[src/rtl/tim_pkg.sv]
`default_nettype none
// ============================================================================
// Module      : tim_pkg
// Description : Shared types for the timer slave-mode controller: slave mode
//               and trigger source encodings plus the encoder mode helper.
// Revision    : 1.0 - initial release
// ============================================================================
package tim_pkg;

    // Slave mode select encodings
    typedef enum logic [2:0] {
        SMS_DIS     = 3'b000,
        SMS_ENC2    = 3'b001,
        SMS_ENC1    = 3'b010,
        SMS_ENC3    = 3'b011,
        SMS_RESET   = 3'b100,
        SMS_GATED   = 3'b101,
        SMS_TRIGGER = 3'b110,
        SMS_EXTCLK1 = 3'b111
    } sms_e;

    // Trigger source select encodings
    typedef enum logic [2:0] {
        TS_ITR0    = 3'b000,
        TS_ITR1    = 3'b001,
        TS_ITR2    = 3'b010,
        TS_ITR3    = 3'b011,
        TS_TI1F_ED = 3'b100,
        TS_TI1FP1  = 3'b101,
        TS_TI2FP2  = 3'b110,
        TS_ETRF    = 3'b111
    } ts_e;

    // Number of internal trigger inputs the TS encoding addresses
    localparam int C_ITR_NUM = 4;

    // Encoder sub-mode: bit1 counts TI1 edges, bit0 counts TI2 edges.
    // Non-encoder slave modes map to 2'b00 so the decoder stays idle.
    function automatic logic [1:0] enc_mode(input sms_e sms);
        logic [2:0] v;
        v = sms;
        return v[2] ? 2'b00 : v[1:0];
    endfunction

endpackage
`default_nettype wire

[src/rtl/tim_encoder_if.sv]
`default_nettype none
// ============================================================================
// Module      : tim_encoder_if
// Description : Quadrature decoder for TI1FP1/TI2FP2. Detects edges on either
//               input, derives count direction and a tick for the selected
//               encoder sub-mode. Tick and direction are combinational; the
//               parent registers them.
// Revision    : 1.0 - initial release
// ============================================================================
module tim_encoder_if
    import tim_pkg::*;
(
    input  logic       clk_i,
    input  logic       aresetn_i,
    input  logic [1:0] mode,
    input  logic       cen_i,
    input  logic       ti1fp1_i,
    input  logic       ti2fp2_i,
    output logic       tick,
    output logic       dir
);

    logic r_ti1_q;
    logic r_ti2_q;
    logic r_armed;
    logic r_dir;

    logic w_e1;
    logic w_e2;
    logic w_cnt1;
    logic w_cnt2;
    logic w_down;
    logic w_xor;

    // Edges are masked for the first cycle after reset release so a high
    // input level is not mistaken for a transition from the reset value.
    assign w_e1 = r_armed & (ti1fp1_i ^ r_ti1_q);
    assign w_e2 = r_armed & (ti2fp2_i ^ r_ti2_q);

    // Both inputs moving together is an illegal quadrature step: ignored.
    assign w_cnt1 = mode[1] & w_e1 & ~w_e2;
    assign w_cnt2 = mode[0] & w_e2 & ~w_e1;

    // TI1 edge: down = TI1 XNOR TI2; TI2 edge: down = TI2 XOR TI1.
    assign w_xor  = ti1fp1_i ^ ti2fp2_i;
    assign w_down = w_cnt1 ? ~w_xor : w_xor;

    assign tick = (w_cnt1 | w_cnt2) & cen_i;
    assign dir  = (w_cnt1 | w_cnt2) ? w_down : r_dir;

    // Track previous input levels and hold the last decoded direction
    always_ff @(posedge clk_i or negedge aresetn_i) begin
        if (!aresetn_i) begin
            r_ti1_q <= 1'b0;
            r_ti2_q <= 1'b0;
            r_armed <= 1'b0;
            r_dir   <= 1'b0;
        end else begin
            r_ti1_q <= ti1fp1_i;
            r_ti2_q <= ti2fp2_i;
            r_armed <= 1'b1;
            r_dir   <= dir;
        end
    end

endmodule
`default_nettype wire

[src/rtl/tim_slave_ctrl.sv]
`default_nettype none
// ============================================================================
// Module      : tim_slave_ctrl
// Description : Slave-mode controller for a general-purpose timer. Selects
//               the trigger input, detects its edges, and decides per cycle
//               whether the counter ticks, its direction, re-initialisation
//               and CEN set/clear requests. All outputs are registered.
// Revision    : 1.0 - initial release
// ============================================================================
module tim_slave_ctrl
    import tim_pkg::*;
#(
    parameter int ITR_NUM = 4
) (
    input  logic               clk_i,
    input  logic               aresetn_i,
    input  logic [2:0]         sms_i,
    input  logic [2:0]         ts_i,
    input  logic               msm_i,
    input  logic               cen_i,
    input  logic               opm_i,
    input  logic               dir_i,
    input  logic               uev_i,
    input  logic [ITR_NUM-1:0] itr_i,
    input  logic               ti1f_ed_i,
    input  logic               ti1fp1_i,
    input  logic               ti2fp2_i,
    input  logic               etrf_i,
    output logic               cnt_tick_o,
    output logic               cnt_dir_o,
    output logic               cnt_reinit_o,
    output logic               cen_set_o,
    output logic               cen_clr_o,
    output logic               trgi_o,
    output logic               tif_o
);

    sms_e       w_sms;
    ts_e        w_ts;

    logic [2:0] r_sms_q;
    logic [2:0] r_ts_q;
    logic       r_armed;
    logic       r_trgi_q;
    logic       r_edge_d;
    logic       r_fall_d;
    logic       r_trgi_d;

    logic       w_trgi;
    logic       w_chg;
    logic       w_edge;
    logic       w_fall;
    logic       w_edge_e;
    logic       w_fall_e;
    logic       w_trgi_e;

    logic [1:0] w_enc_mode;
    logic       w_enc_tick;
    logic       w_enc_dir;

    logic       w_tick_n;
    logic       w_dir_n;
    logic       w_reinit_n;
    logic       w_tif_n;
    logic       w_set_n;
    logic       w_clr_n;

    assign w_sms = sms_e'(sms_i);
    assign w_ts  = ts_e'(ts_i);

    // Trigger source multiplexer (TRGI)
    always_comb begin
        w_trgi = 1'b0;
        case (w_ts)
            TS_ITR0:    w_trgi = itr_i[0];
            TS_ITR1:    w_trgi = itr_i[1];
            TS_ITR2:    w_trgi = itr_i[2];
            TS_ITR3:    w_trgi = itr_i[3];
            TS_TI1F_ED: w_trgi = ti1f_ed_i;
            TS_TI1FP1:  w_trgi = ti1fp1_i;
            TS_TI2FP2:  w_trgi = ti2fp2_i;
            TS_ETRF:    w_trgi = etrf_i;
            default:    w_trgi = 1'b0;
        endcase
    end

    // A mode or source change (or the first cycle out of reset) only
    // re-samples TRGI; comparing against a stale level would fake an edge.
    assign w_chg  = ~r_armed | (sms_i != r_sms_q) | (ts_i != r_ts_q);
    assign w_edge = ~w_chg & ((w_ts == TS_TI1F_ED) ? ti1f_ed_i : (w_trgi & ~r_trgi_q));
    assign w_fall = ~w_chg & ~w_trgi & r_trgi_q;

    // Master/slave mode adds one cycle to trigger effects, gate level included
    assign w_edge_e = msm_i ? r_edge_d : w_edge;
    assign w_fall_e = msm_i ? r_fall_d : w_fall;
    assign w_trgi_e = msm_i ? r_trgi_d : w_trgi;

    assign w_enc_mode = enc_mode(w_sms);

    tim_encoder_if u_enc (
        .clk_i     (clk_i),
        .aresetn_i (aresetn_i),
        .mode      (w_enc_mode),
        .cen_i     (cen_i),
        .ti1fp1_i  (ti1fp1_i),
        .ti2fp2_i  (ti2fp2_i),
        .tick      (w_enc_tick),
        .dir       (w_enc_dir)
    );

    // Per-mode next values for the registered outputs
    always_comb begin
        w_tick_n   = cen_i;
        w_dir_n    = dir_i;
        w_reinit_n = 1'b0;
        w_tif_n    = 1'b0;
        w_set_n    = 1'b0;
        w_clr_n    = opm_i & uev_i & cen_i;
        case (w_sms)
            SMS_ENC2, SMS_ENC1, SMS_ENC3: begin
                w_tick_n = w_enc_tick;
                w_dir_n  = w_enc_dir;
            end
            SMS_RESET: begin
                w_reinit_n = w_edge_e;
                w_tif_n    = w_edge_e;
            end
            SMS_GATED: begin
                w_tick_n = cen_i & w_trgi_e;
                w_tif_n  = w_edge_e | w_fall_e;
            end
            SMS_TRIGGER: begin
                w_tif_n = w_edge_e;
                w_set_n = w_edge_e & ~cen_i;
            end
            SMS_EXTCLK1: begin
                w_tick_n = w_edge_e & cen_i;
                w_tif_n  = w_edge_e;
            end
            default: ;
        endcase
        // Stopping the counter takes precedence over starting it
        if (w_clr_n) begin
            w_set_n = 1'b0;
        end
    end

    // Trigger tracking: previous level, mode/source copies, msm delay stage
    always_ff @(posedge clk_i or negedge aresetn_i) begin
        if (!aresetn_i) begin
            r_sms_q  <= 3'b000;
            r_ts_q   <= 3'b000;
            r_armed  <= 1'b0;
            r_trgi_q <= 1'b0;
            r_edge_d <= 1'b0;
            r_fall_d <= 1'b0;
            r_trgi_d <= 1'b0;
        end else begin
            r_sms_q  <= sms_i;
            r_ts_q   <= ts_i;
            r_armed  <= 1'b1;
            r_trgi_q <= w_trgi;
            r_edge_d <= w_edge;
            r_fall_d <= w_fall;
            r_trgi_d <= w_trgi;
        end
    end

    // Output registers
    always_ff @(posedge clk_i or negedge aresetn_i) begin
        if (!aresetn_i) begin
            cnt_tick_o   <= 1'b0;
            cnt_dir_o    <= 1'b0;
            cnt_reinit_o <= 1'b0;
            cen_set_o    <= 1'b0;
            cen_clr_o    <= 1'b0;
            trgi_o       <= 1'b0;
            tif_o        <= 1'b0;
        end else begin
            cnt_tick_o   <= w_tick_n;
            cnt_dir_o    <= w_dir_n;
            cnt_reinit_o <= w_reinit_n;
            cen_set_o    <= w_set_n;
            cen_clr_o    <= w_clr_n;
            trgi_o       <= w_trgi;
            tif_o        <= w_tif_n;
        end
    end

endmodule
`default_nettype wire

[config.mk]
export PLATFORM = sky130hd
export DESIGN_NAME = tim_slave_ctrl
export DESIGN_NICKNAME = d
export VERILOG_FILES = /design/src/rtl/tim_pkg.sv /design/src/rtl/tim_encoder_if.sv /design/src/rtl/tim_slave_ctrl.sv
export SDC_FILE = /design/constraint.sdc
export NUM_CORES = 1
export LEC_CHECK = 0
export BUFFER_PORTS_ARGS = -buffer_cell sky130_fd_sc_hd__buf_2
export CAP_MARGIN = 20
export CELL_PAD_IN_SITES_DETAIL_PLACEMENT = 2
export CELL_PAD_IN_SITES_GLOBAL_PLACEMENT = 2
export CORE_ASPECT_RATIO = 0.9
export CORE_UTILIZATION = 35
export CTS_BUF_LIST = sky130_fd_sc_hd__clkbuf_8
export CTS_CLUSTER_DIAMETER = 200
export CTS_CLUSTER_SIZE = 12
export DETAILED_ROUTE_END_ITERATION = 10
export PLACE_DENSITY = 0.82
export SLEW_MARGIN = 10
export SYNTH_ARGS = -nofsm -noshare
export SYNTH_HDL_FRONTEND = slang
export SYNTH_SLANG_ARGS = --single-unit
[constraint.sdc]
create_clock -name clk_i -period 4.3 [get_ports clk_i]
set_clock_uncertainty 0.15 [all_clocks]
set_input_delay 0.215 -clock clk_i [delete_from_list [all_inputs] [get_ports clk_i]]
set_output_delay 0.215 -clock clk_i [all_outputs]
set_load 0.01 [all_outputs]
# --- Word level (Yosys, flattened, before mapping) ---
# Cells that the tools add are included.
totals:
  ff_bits: 19
  in_bits: 21
  out_inout_bits: 7
  wordCells: 79
op_classes:
  n_mux: 14
  bitwise_logic: 31
  eq_ne: 16
  n_reduce_logical: 3
ops:
  columns: ["operator", "count"]
  rows:
  - ["equality test 3 bit (second input constant)", 8]
  - ["bitwise AND 1 bit", 16]
  - ["equality test 3 x 2 -> 1 bit (second input constant)", 4]
  - ["2-to-1 mux 1 bit", 10]
  - ["inverter 1 bit", 8]
  - ["one-hot mux 1 bit (8 select lines)", 1]
  - ["equality test 3 x 1 -> 1 bit (second input constant)", 2]
  - ["inequality test 3 bit", 2]
  - ["OR reduction 3 bit", 2]
  - ["OR 1 bit", 4]
  - ["logical NOT 3 bit", 1]
  - ["one-hot mux 1 bit (3 select lines)", 1]
  - ["bitwise XOR 1 bit", 3]
  - ["2-to-1 mux 2 bit", 1]
  - ["one-hot mux 1 bit (2 select lines)", 1]

# --- Depth between registers and ports, before layout ---
# Gate-level depths: netlist (run 1).
logic_depth:
  ltp_word: 9
  depth_mapped: 6
  ltp_nobuf: 5

# --- By module ---
# Synthesis (run 1) repeated with hierarchy kept, for this count alone.
hier_totals:
  cells_unflattened: 87
  area_unflattened_um2: 983.4
by_module_without_submodules:
  columns: ["mod", "cells_each", "area_per_inst_um2", "n_inst", "seq_area_each_um2"]
  rows:
  - ["tim_slave_ctrl", 72, 804.5, 1, 400.4]
  - ["tim_encoder_if", 15, 178.9, 1, 100.1]

# --- Least setup slack after synthesis (run 1) ---
# Ideal clock, no wire load.
synth_timing:
  kind: "flip-flop to flip-flop"
  startpoint: "register u_enc.r_ti1_q"
  endpoint: "register cnt_dir_o"
  stages_incl_launch_ff: 6
  synth_period_minus_slack_ps: 1615
  setup_slack_ps: 2685
  arrival_ps: 1362
  setup_time_ps: 104
  t_required_ps: 4046
  n_path_buf: 0
  cell_sequence: "dfrtp_1 xor2_1 and4bb_2 mux2i_1 and4b_1 o41ai_2"
synth_via:
  elab_chain_cells: 7
  word_cells_on_any_way: 10
  cone_classes: "mux: 3; bitwise: 7"
synth_rtl:
  columns: ["element", "line", "rtl"]
  rows:
  - ["from (decl)", "tim_encoder_if.sv:23", "logic r_ti1_q;"]
  - ["from (signal assigned)", "tim_encoder_if.sv:59", "r_ti1_q <= ti1fp1_i;"]
  - ["bitwise XOR 1 bit *", "tim_encoder_if.sv:37", "assign w_e1 = r_armed & (ti1fp1_i ^ r_ti1_q);"]
  - ["bitwise AND 1 bit *", "tim_encoder_if.sv:37", null]
  - ["bitwise AND 1 bit / inverter 1 bit (equally long branches)", "tim_encoder_if.sv:41, tim_encoder_if.sv:42", null]
  - ["bitwise AND 1 bit, on equally long branches", "tim_encoder_if.sv:41, tim_encoder_if.sv:42", null]
  - ["2-to-1 mux 1 bit / OR 1 bit (equally long branches)", "tim_encoder_if.sv:46, tim_encoder_if.sv:49", null]
  - ["2-to-1 mux 1 bit *", "tim_encoder_if.sv:49", "assign dir = (w_cnt1 | w_cnt2) ? w_down : r_dir;"]
  - ["2-to-1 mux 1 bit *", "tim_slave_ctrl.sv:119", "case (w_sms)"]
  - ["named net w_dir_n", "tim_slave_ctrl.sv:62", "logic w_dir_n;"]
  - ["to (signal assigned)", "tim_slave_ctrl.sv:181", "cnt_dir_o <= w_dir_n;"]
  - ["to (decl)", "tim_slave_ctrl.sv:30", "output logic cnt_dir_o,"]
# Mark *: on every way through the listed nets, which the timed path passes. The rest lies on a longest branch.

# --- Worst setup path in the final report (run 1) ---
layout_timing:
  startpoint: "input port ts_i[0]"
  endpoint: "register cnt_reinit_o"
layout_via:
  elab_chain_cells: 7
  word_cells_on_any_way: 17
  cone_classes: "eq/ne: 8; mux: 4; bitwise: 4; reduce/logical: 1"
layout_rtl:
  columns: ["element", "line", "rtl"]
  rows:
  - ["from (decl)", "tim_slave_ctrl.sv:18", "input logic [2:0] ts_i,"]
  - ["equality test 3 bit (tied with other cells)", "tim_slave_ctrl.sv:74", "case (w_ts)"]
  - ["one-hot mux 1 bit (8 select lines)", "tim_slave_ctrl.sv:74", null]
  - ["bitwise AND 1 bit", "tim_slave_ctrl.sv:90", "assign w_edge = ~w_chg & ((w_ts == TS_TI1F_ED) ? ti1f_ed_i : (w_trgi & ~r_trgi_q));"]
  - ["2-to-1 mux 1 bit", "tim_slave_ctrl.sv:90", null]
  - ["bitwise AND 1 bit *", "tim_slave_ctrl.sv:90", null]
  - ["2-to-1 mux 1 bit *", "tim_slave_ctrl.sv:94", "assign w_edge_e = msm_i ? r_edge_d : w_edge;"]
  - ["2-to-1 mux 1 bit *", "tim_slave_ctrl.sv:119", null]
  - ["named net w_reinit_n", "tim_slave_ctrl.sv:63", "logic w_reinit_n;"]
  - ["to (signal assigned)", "tim_slave_ctrl.sv:182", "cnt_reinit_o <= w_reinit_n;"]
  - ["to (decl)", "tim_slave_ctrl.sv:31", "output logic cnt_reinit_o,"]
# Marked as above.

==> metrics.csv, run 1 <==
metric,value,unit
status,"complete, no violations",
Max Fclk,499,MHz
Max-Cap Viols,0,
number of flops mapped to enable cells by yosys,0,
setup_tns,0,ns
FP Rows,18,
leakage,0.561,nW
commonest cells in the netlist,"dfrtp_1, xnor2_1, nand3_1, nor2_1",
CTS tree,yes,
Area growth syn-to-layout,22.6,%
largest area contributor in the netlist,dfrtp_1,
Yosys top cell area share,47.0,%
main area contributors after synthesis,"dfrtp_1, xnor2_1, mux2_2, mux2i_1, a41oi_1",
Routed WL,2.59,mm
core area,2750,sq um
detailed placement HPWL,1.98,mm
fin crit share,46.6,%
hold wc startpoint,sms_i[0],
Adder-Cell Fraction of Synth Area,0,%
num ports,28,
Syn Area/Cell,10.5,sq um
Syn Inst Count,96,
n_diodes,0,
Crit Path Max Fanout,6,
startpoint types,input pin,
Post-route DRC,0,
Synth Area in Compound Gates,13.5,%
Synth Register Bits,19,
VDD IR max,0.215,mV
endpoint class of the critical path,flop,
crit path from,ts_i[0],
clock buffer depth,2,
"Seq/Total Area, Yosys",47.0,%
share of layout cells above drive strength 1,29.4,%
clk_lat worst skew,0.25,ns
Initial DRC Count,14,
most common cell in the netlist,dfrtp_1,
areal power density over the cells,306,nW/um^2
mux share of post-synthesis cell area,6.31,%
Final Util,45.1,%
PortBufs,27,
HP Class,in2reg,
number of global-route vias before repair,908,
largest net degree at the start of global routing,20,
CP Class,in2reg,
syn nets,117,
Final Hold Fails,0,
chip height,53.0,um
clk slew on worst S/H paths,0.07,ns
Antenna Nets Post-Route,0,
initial antenna violation count,0,
GRT Util Overall,19.5,%
final worst slack,2.30,ns
CTS sink count,19,
Critical Path AT,2.01,ns
mapped cell area,1010,sq um
worst reg2reg path startpoint,u_enc.r_ti1_q,
Initial DRT Pass Iterations,3,
largest family of logic cells by synthesized area,simple AND/OR/NAND/NOR gates,
xor/xnor share of the synthesized area,6.93,%
Final nets,148,
final setup vio count,0,
Simple-Gate Fraction of Synth Area,21.3,%
async set-reset flop share out of synthesis,100,%
Synth warnings,0,
Die Wd,58.7,um
CTS root buffer,clkbuf_8,
Post-Place Worst Slack,2.40,ns
"Primary FF master, synth",dfrtp_1,
global placement routability congestion,0.760,
Avg WL per Cell,15.6,um
area of the die,3110,sq um
total CTS buffers,3,
Final Max Slew Viols,0,
post-CTS setup buffers,0,
Vias,851,
Power Total,0.379,mW
min cycle time layout,2.00,ns
Via density,5.13,
grt total ovfl,0,
first-pass GRT wire length,4.41,mm
critical path required time,4.30,ns
unrepaired setup endpoints after global routing,false,
H-tree depth,1,
starting density of the core,36.8,%
FF-to-FF path depth,5,
post-synthesis cell type count,39,
biggest regs,"r_sms_q: 3 flops, r_ts_q: 3 flops",
worst hold path depth,1,
[per-stage QoR]
stage               hold WS [ns]  area (sq um)  std cells
global route              0.0293          1240        166
global placement          0.0263          1160        159
finish                    0.0270          1240        166
detailed placement        0.0257          1160        159
CTS                       0.0200          1240        166
floorplan                 -0.231          1010         96
[repair_timing]
action	in CTS	in global routing
hold endpoints to repair	21	0
gates resized for setup	0	0
hold buffers	3	0
[cell families after synthesis]
family                 Yosys count
other                            1
XOR/XNOR                         8
AND/OR/NAND/NOR                 36
AO/OA/AOI/OAI                   18
multiplexers                     6
flip-flops                      19
buffers and inverters            8
[report_power, final]
group	leakage (nW)	internal (mW)	switching [mW]
Sequential	0.233	0.187	0.00520
Combinational	0.301	0.0297	0.0373
Clock	0.0269	0.0634	0.0564
[placed cells by master (no fill, tap or decap), drive strengths merged, types with 3 or more instances in the layout]
| cell | instances |
|---|---|
| clkbuf | 3 |
| and2 | 3 |
| mux2 | 3 |
| nor2 | 5 |
| dlygate4sd3 | 3 |
| a41oi | 3 |
| xnor2 | 6 |
| o21ai | 4 |
| mux2i | 3 |
| buf | 27 |
| and3 | 3 |
| inv | 5 |
| nand2 | 3 |
| dfrtp | 19 |
| nand3 | 5 |
| nor3 | 3 |
[cell type report]
class | instances | area, sq um
sequential | 19 | 475
clock buffer | 3 | 41.3
clock inverter | 1 | 3.75
inverter | 4 | 15.0
timing repair buffer | 30 | 165
tap | 40 | 50.0
fill | 319 | 1510
multi-input combinational | 69 | 489
[worst paths after layout]
kind | endpoint | slack, ns
worst max-delay path | cnt_reinit_o | 2.30
worst min-delay path | r_sms_q[0] | 0.03
worst max register to register | cnt_dir_o | 2.53
worst min register to register | r_fall_d | 0.48
max in group asynchronous | r_ts_q[2] | 3.40
min in group asynchronous | u_enc.r_dir | 0.30
[critical path, stage by stage]
cell	delay (ns)
dlygate4sd3_1	0.53
buf_2	0.16
xnor2_1	0.18
nand4_1	0.17
o41ai_1	0.40
a41oi_1	0.13
nor3_1	0.22
[layer usage]
metal	vias to the layer above	global-route usage [%]	wire (um)
met3	2	4.65	105
li1	408	-	-
met2	22	35.6	1310
met5	-	0	0
met4	0	3.57	16
met1	419	23.4	1160
(Power assumes the default switching activity.)
==> inputs of run 2 (changes only) <==
CORE_UTILIZATION = 33   (was 35)
PLACE_DENSITY = 0.78   (was 0.82)
clock period = 2 ns   (was 4.3 ns; I/O delays follow)
==> run 2 against run 1 <==
Effect of this change:
- combinational power grew 140%
- highest routed layer unchanged
- cell count grew 6.0%
- sequential share of layout area shrank 3.6 points
- power grew 120%
- global-route usage grew 0.60 points
- critical path depth is the same
- first-iteration DRC count shrank 43%
- via count grew 5.1%
- count of clock-buffer cells in the layout is the same
==> metrics.csv, run 2 (synthesis gave the netlist of run 1 again) <==
metric,value,unit
status,"complete, no violations",
leakage,0.613,nW
areal power density over the cells,617,nW/um^2
core area,2840,sq um
Initial DRT Pass Iterations,4,
GRT Util Overall,20.1,%
unrepaired setup endpoints after global routing,true,
endpoint class of the critical path,flop,
detailed placement HPWL,1.99,mm
clk slew on worst S/H paths,0.07,ns
CP Class,in2reg,
Final Util,48.2,%
n_diodes,0,
startpoint types,input pin,
Antenna Nets Post-Route,0,
biggest regs,"r_sms_q: 3 flops, r_ts_q: 3 flops",
clk_lat worst skew,0.26,ns
grt total ovfl,0,
initial antenna violation count,0,
Die Wd,60.3,um
final setup vio count,0,
first-pass GRT wire length,4.56,mm
min cycle time layout,1.91,ns
PortBufs,27,
critical path required time,2.02,ns
CTS sink count,19,
most frequent cells in the layout,"buf_2, dfrtp_1, dlygate4sd3_1",
share of layout cells above drive strength 1,30.9,%
starting density of the core,35.6,%
area of the die,3290,sq um
Area growth syn-to-layout,35.4,%
HP Class,in2async,
max layer used,met4,
num ports,28,
number of global-route vias before repair,1025,
Initial DRC Count,8,
Final Hold Fails,0,
clock buffer depth,2,
Post-route DRC,0,
largest net degree at the start of global routing,20,
global placement routability congestion,0.715,
Critical Path AT,1.93,ns
Avg WL per Cell,16.3,um
post-CTS setup buffers,0,
VDD IR max,0.254,mV
Final Max Slew Viols,0,
Routed WL,2.86,mm
CTS tree,yes,
total CTS buffers,3,
Crit Path Max Fanout,9,
Power Total,0.845,mW
chip height,54.5,um
fin crit share,95.3,%
M1 wire length,1.22,mm
"most common cell after layout, fill and taps aside",buf_2,
met2 wire len,1.51,mm
routed wl met3,114,um
CTS root buffer,clkbuf_8,
Via density,5.08,
H-tree depth,1,
FP Rows,18,
Max-Cap Viols,0,
Vias,894,
Final nets,158,
Max Fclk,525,MHz
[run 2: cell count changes in the layout (fill, tap and decap cells not counted), sizes merged]
cell and delta:
buf -1, clkbuf +1, dlygate4sd3 +10
[run 2: area by class of cell]
| class | count | area [sq um] |
|---|---|---|
| fillers | 311 | 1470 |
| clock buffers | 3 | 41.3 |
| flip-flops and latches | 19 | 475 |
| well taps | 40 | 50.0 |
| repair buffers | 40 | 268 |
| multi-input cells | 69 | 515 |
| clock inverters | 1 | 3.75 |
| inverters | 4 | 15.0 |
[run 2: critical path, stage by stage]
cell,delay (ns)
dlygate4sd3_1,0.51
buf_2,0.19
mux2_2,0.18
o22ai_1,0.11
or2_1,0.30
o311ai_1,0.36
o2bb2ai_1,0.17
[run 2: layer usage]
layer	global-route usage, %	up-vias
met4	4.65	0
met2	38.5	25
li1	-	429
met1	21.3	438
met3	6.38	2
met5	0	-
[run 2: what timing repair did]
item	4_1_cts	5_1_grt
endpoints found under the setup margin	0	4
hold buffers	13	0
endpoints found under the hold margin	32	0
gates resized for setup	0	6
[run 2: final timing paths]
kind / depth (start not counted) / startpoint / slack (ns) / endpoint
setup / recovery: 7 / ti2fp2_i / 0.09 / cnt_tick_o
hold / removal: 2 / aresetn_i / 0.16 / u_enc.r_ti2_q
setup reg to reg: 5 / u_enc.r_ti1_q / 0.18 / cnt_dir_o
hold reg to reg: 1 / trgi_o / 0.49 / r_fall_d
max in group asynchronous: 2 / aresetn_i / 1.24 / tif_o
min in group clk_i: 4 / ti1f_ed_i / 0.17 / r_edge_d
[run 2: metrics by stage]
stage / hold slack, ns / cells / setup slack, ns / TNS [ns] / instance area, sq um
2_1_floorplan: -0.346 / 96 / 0.385 / 0 / 1010
3_3_place_gp: -0.0874 / 159 / 0.279 / 0 / 1160
3_5_place_dp: -0.0769 / 159 / 0.195 / 0 / 1160
4_1_cts: 0.153 / 176 / 0.0275 / 0 / 1340
5_1_grt: 0.173 / 176 / -0.0568 / -0.0965 / 1370
6_report: 0.163 / 176 / 0.0938 / 0 / 1370
[run 2: power by group]
part	leakage (nW)	switching, mW	internal (mW)
Sequential	0.233	0.0128	0.402
Combinational	0.353	0.0860	0.0774
Clock	0.0269	0.129	0.137
Total	0.613	0.228	0.617
==> inputs of run 3 (changes only) <==
--- a/config.mk
+++ b/config.mk
@@ -9,6 +9,6 @@
 export CAP_MARGIN = 20
-export CELL_PAD_IN_SITES_DETAIL_PLACEMENT = 2
-export CELL_PAD_IN_SITES_GLOBAL_PLACEMENT = 2
+export CELL_PAD_IN_SITES_DETAIL_PLACEMENT = 1
+export CELL_PAD_IN_SITES_GLOBAL_PLACEMENT = 1
 export CORE_ASPECT_RATIO = 0.9
-export CORE_UTILIZATION = 33
+export CORE_UTILIZATION = 40
 export CTS_BUF_LIST = sky130_fd_sc_hd__clkbuf_8
@@ -17,3 +17,4 @@
 export DETAILED_ROUTE_END_ITERATION = 10
-export PLACE_DENSITY = 0.78
+export GPL_TIMING_DRIVEN = 1
+export PLACE_DENSITY = 0.77
 export SLEW_MARGIN = 10
==> constraint.sdc (replaced) <==
create_clock -name clk_i -period 2 [get_ports clk_i]
set_clock_uncertainty 0.15 [all_clocks]
set_input_delay 0 -clock clk_i [delete_from_list [all_inputs] [get_ports clk_i]]
set_output_delay 0 -clock clk_i [all_outputs]
set_load 0.01 [all_outputs]
==> run 3 against run 2 <==
Effect of this change:
- global-route usage is 1.3 points higher
- utilization rose by 11 points
- via count rose by 1.0%
- flip-flop and latch count is the same
- critical path depth is the same
- critical path type unchanged
- largest power group unchanged
- highest routed layer unchanged
==> metrics.csv, run 3 (synthesis gave the netlist of run 1 again) <==
metric,value,unit
status,"complete, no violations",
met2 wire len,1.17,mm
Max-Cap Viols,0,
Max Fclk,539,MHz
starting density of the core,44.3,%
most frequent cells in the layout,"buf_2, dfrtp_1, dlygate4sd3_1",
core area,2280,sq um
VDD IR max,0.475,mV
reg-to-reg endpoint,cnt_dir_o,
area of the die,2730,sq um
max layer used,met4,
startpoint types,input pin,
total CTS buffers,3,
M1 wire length,1.11,mm
Initial DRT Pass Iterations,4,
unrepaired setup endpoints after global routing,false,
biggest regs,"r_sms_q: 3 flops, r_ts_q: 3 flops",
routed wl met3,109,um
Vias,903,
PortBufs,27,
Final Hold Fails,0,
GRT Util Overall,21.3,%
clock buffer depth,2,
setup_tns,0,ns
"most common cell after layout, fill and taps aside",buf_2,
HP Class,in2async,
number of fillers in the final layout,254,
CTS sink count,19,
num ports,28,
endpoint class of the critical path,flop,
critical path required time,2.02,ns
Die Wd,55.0,um
grt total ovfl,0,
Post-Layout Inst Area,1350,sq um
clk slew on worst S/H paths,0.08,ns
H-tree depth,1,
final setup vio count,0,
areal power density over the cells,627,nW/um^2
clk_lat worst skew,0.26,ns
leakage,0.616,nW
Area growth syn-to-layout,33.7,%
largest net degree at the start of global routing,20,
number of global-route vias before repair,878,
FF-to-FF setup slack,0.27,ns
Power Total,0.848,mW
Antenna Nets Post-Route,0,
placed cell areas,1150,sq um
CTS root buffer,clkbuf_8,
Post-route DRC,0,
initial antenna violation count,0,
detailed placement HPWL,1.70,mm
CP Class,in2reg,
crit path max-delay cell type,dlygate4sd3_1,
Final nets,159,
post-CTS setup buffers,0,
FP Rows,16,
CTS tree,yes,
Crit Path Max Fanout,9,
global placement routability congestion,0.757,
min cycle time layout,1.86,ns
Max stage delay on crit path,0.53,ns
chip height,49.7,um
worst reg2reg path startpoint,u_enc.r_ti1_q,
Initial DRC Count,12,
Avg WL per Cell,14.8,um
n_diodes,0,
Routed WL,2.43,mm
Final Max Slew Viols,0,
fin crit share,92.8,%
first-pass GRT wire length,3.99,mm
Via density,5.51,
Critical Path AT,1.87,ns
share of layout cells above drive strength 1,28.5,%
FF-to-FF path depth,5,
worst path cell trace,"dlygate4sd3_1, buf_2, xor2_1, and4bb_2, mux2i_1, and4b_1, o41ai_2",
==> run 3: how the worst max path moves through the flow <==
stage	endpoint	slack, ns	from	cells past startpoint
after floorplan	cnt_dir_o	0.38	u_enc.r_ti1_q	5
after global placement	cnt_dir_o	0.34	u_enc.r_ti1_q	5
after detailed placement	cen_set_o	0.26	r_sms_q[1]	5
after CTS	tif_o	0.10	ti2fp2_i	7
after global routing	tif_o	0.04	ti2fp2_i	7
final	cnt_dir_o	0.14	ti1fp1_i	7
==> run 3: stage by stage <==
| step | util, % | setup WS [ns] | hold slack (ns) | std cells |
|---|---|---|---|---|
| 2_1_floorplan | - | 0.385 | -0.446 | 96 |
| 3_3_place_gp | 50.3 | 0.343 | -0.192 | 146 |
| 3_5_place_dp | 50.3 | 0.261 | -0.189 | 146 |
| 4_1_cts | 58.4 | 0.101 | 0.0536 | 164 |
| 5_1_grt | 59.2 | 0.0400 | 0.0957 | 164 |
| 6_report | 59.2 | 0.144 | 0.0507 | 164 |
==> run 3: final cells by class <==
type	count	area [sq um]	share of cell area (%)
clock buffer	3	41.3	3.06
timing repair buffer	41	278	20.6
multi-input combinational	69	504	37.3
sequential	19	475	35.2
tap	27	33.8	2.50
clock inverter	1	3.75	0.278
inverter	4	15.0	1.11
==> run 3: where the power goes <==
part	switching [mW]	internal, mW
clock network	0.138	0.137
logic	0.0797	0.0781
registers	0.0126	0.402
total	0.230	0.618
==> run 3: layer usage <==
metal  vias up  GRT usage [%]
met5         -              0
met4         0           8.75
met3         5           4.63
met2        31           34.9
met1       436           26.3
li1        431              -
==> run 3: critical path: cells and delay by family <==
kind                      cells  cell delay, ns
muxes                         1            0.12
xor gates and xnor gates      1            0.22
AOI/OAI and AO/OA             1            0.26
buffers and inverters         2            0.73
and+or+nand+nor               2            0.54
==> run 3: timing repair <==
action / 4_1_cts / 5_1_grt
hold buffers: 14 / 0
setup endpoints to repair: 0 / 2
resized for setup: 0 / 3
hold endpoints to repair: 33 / 0
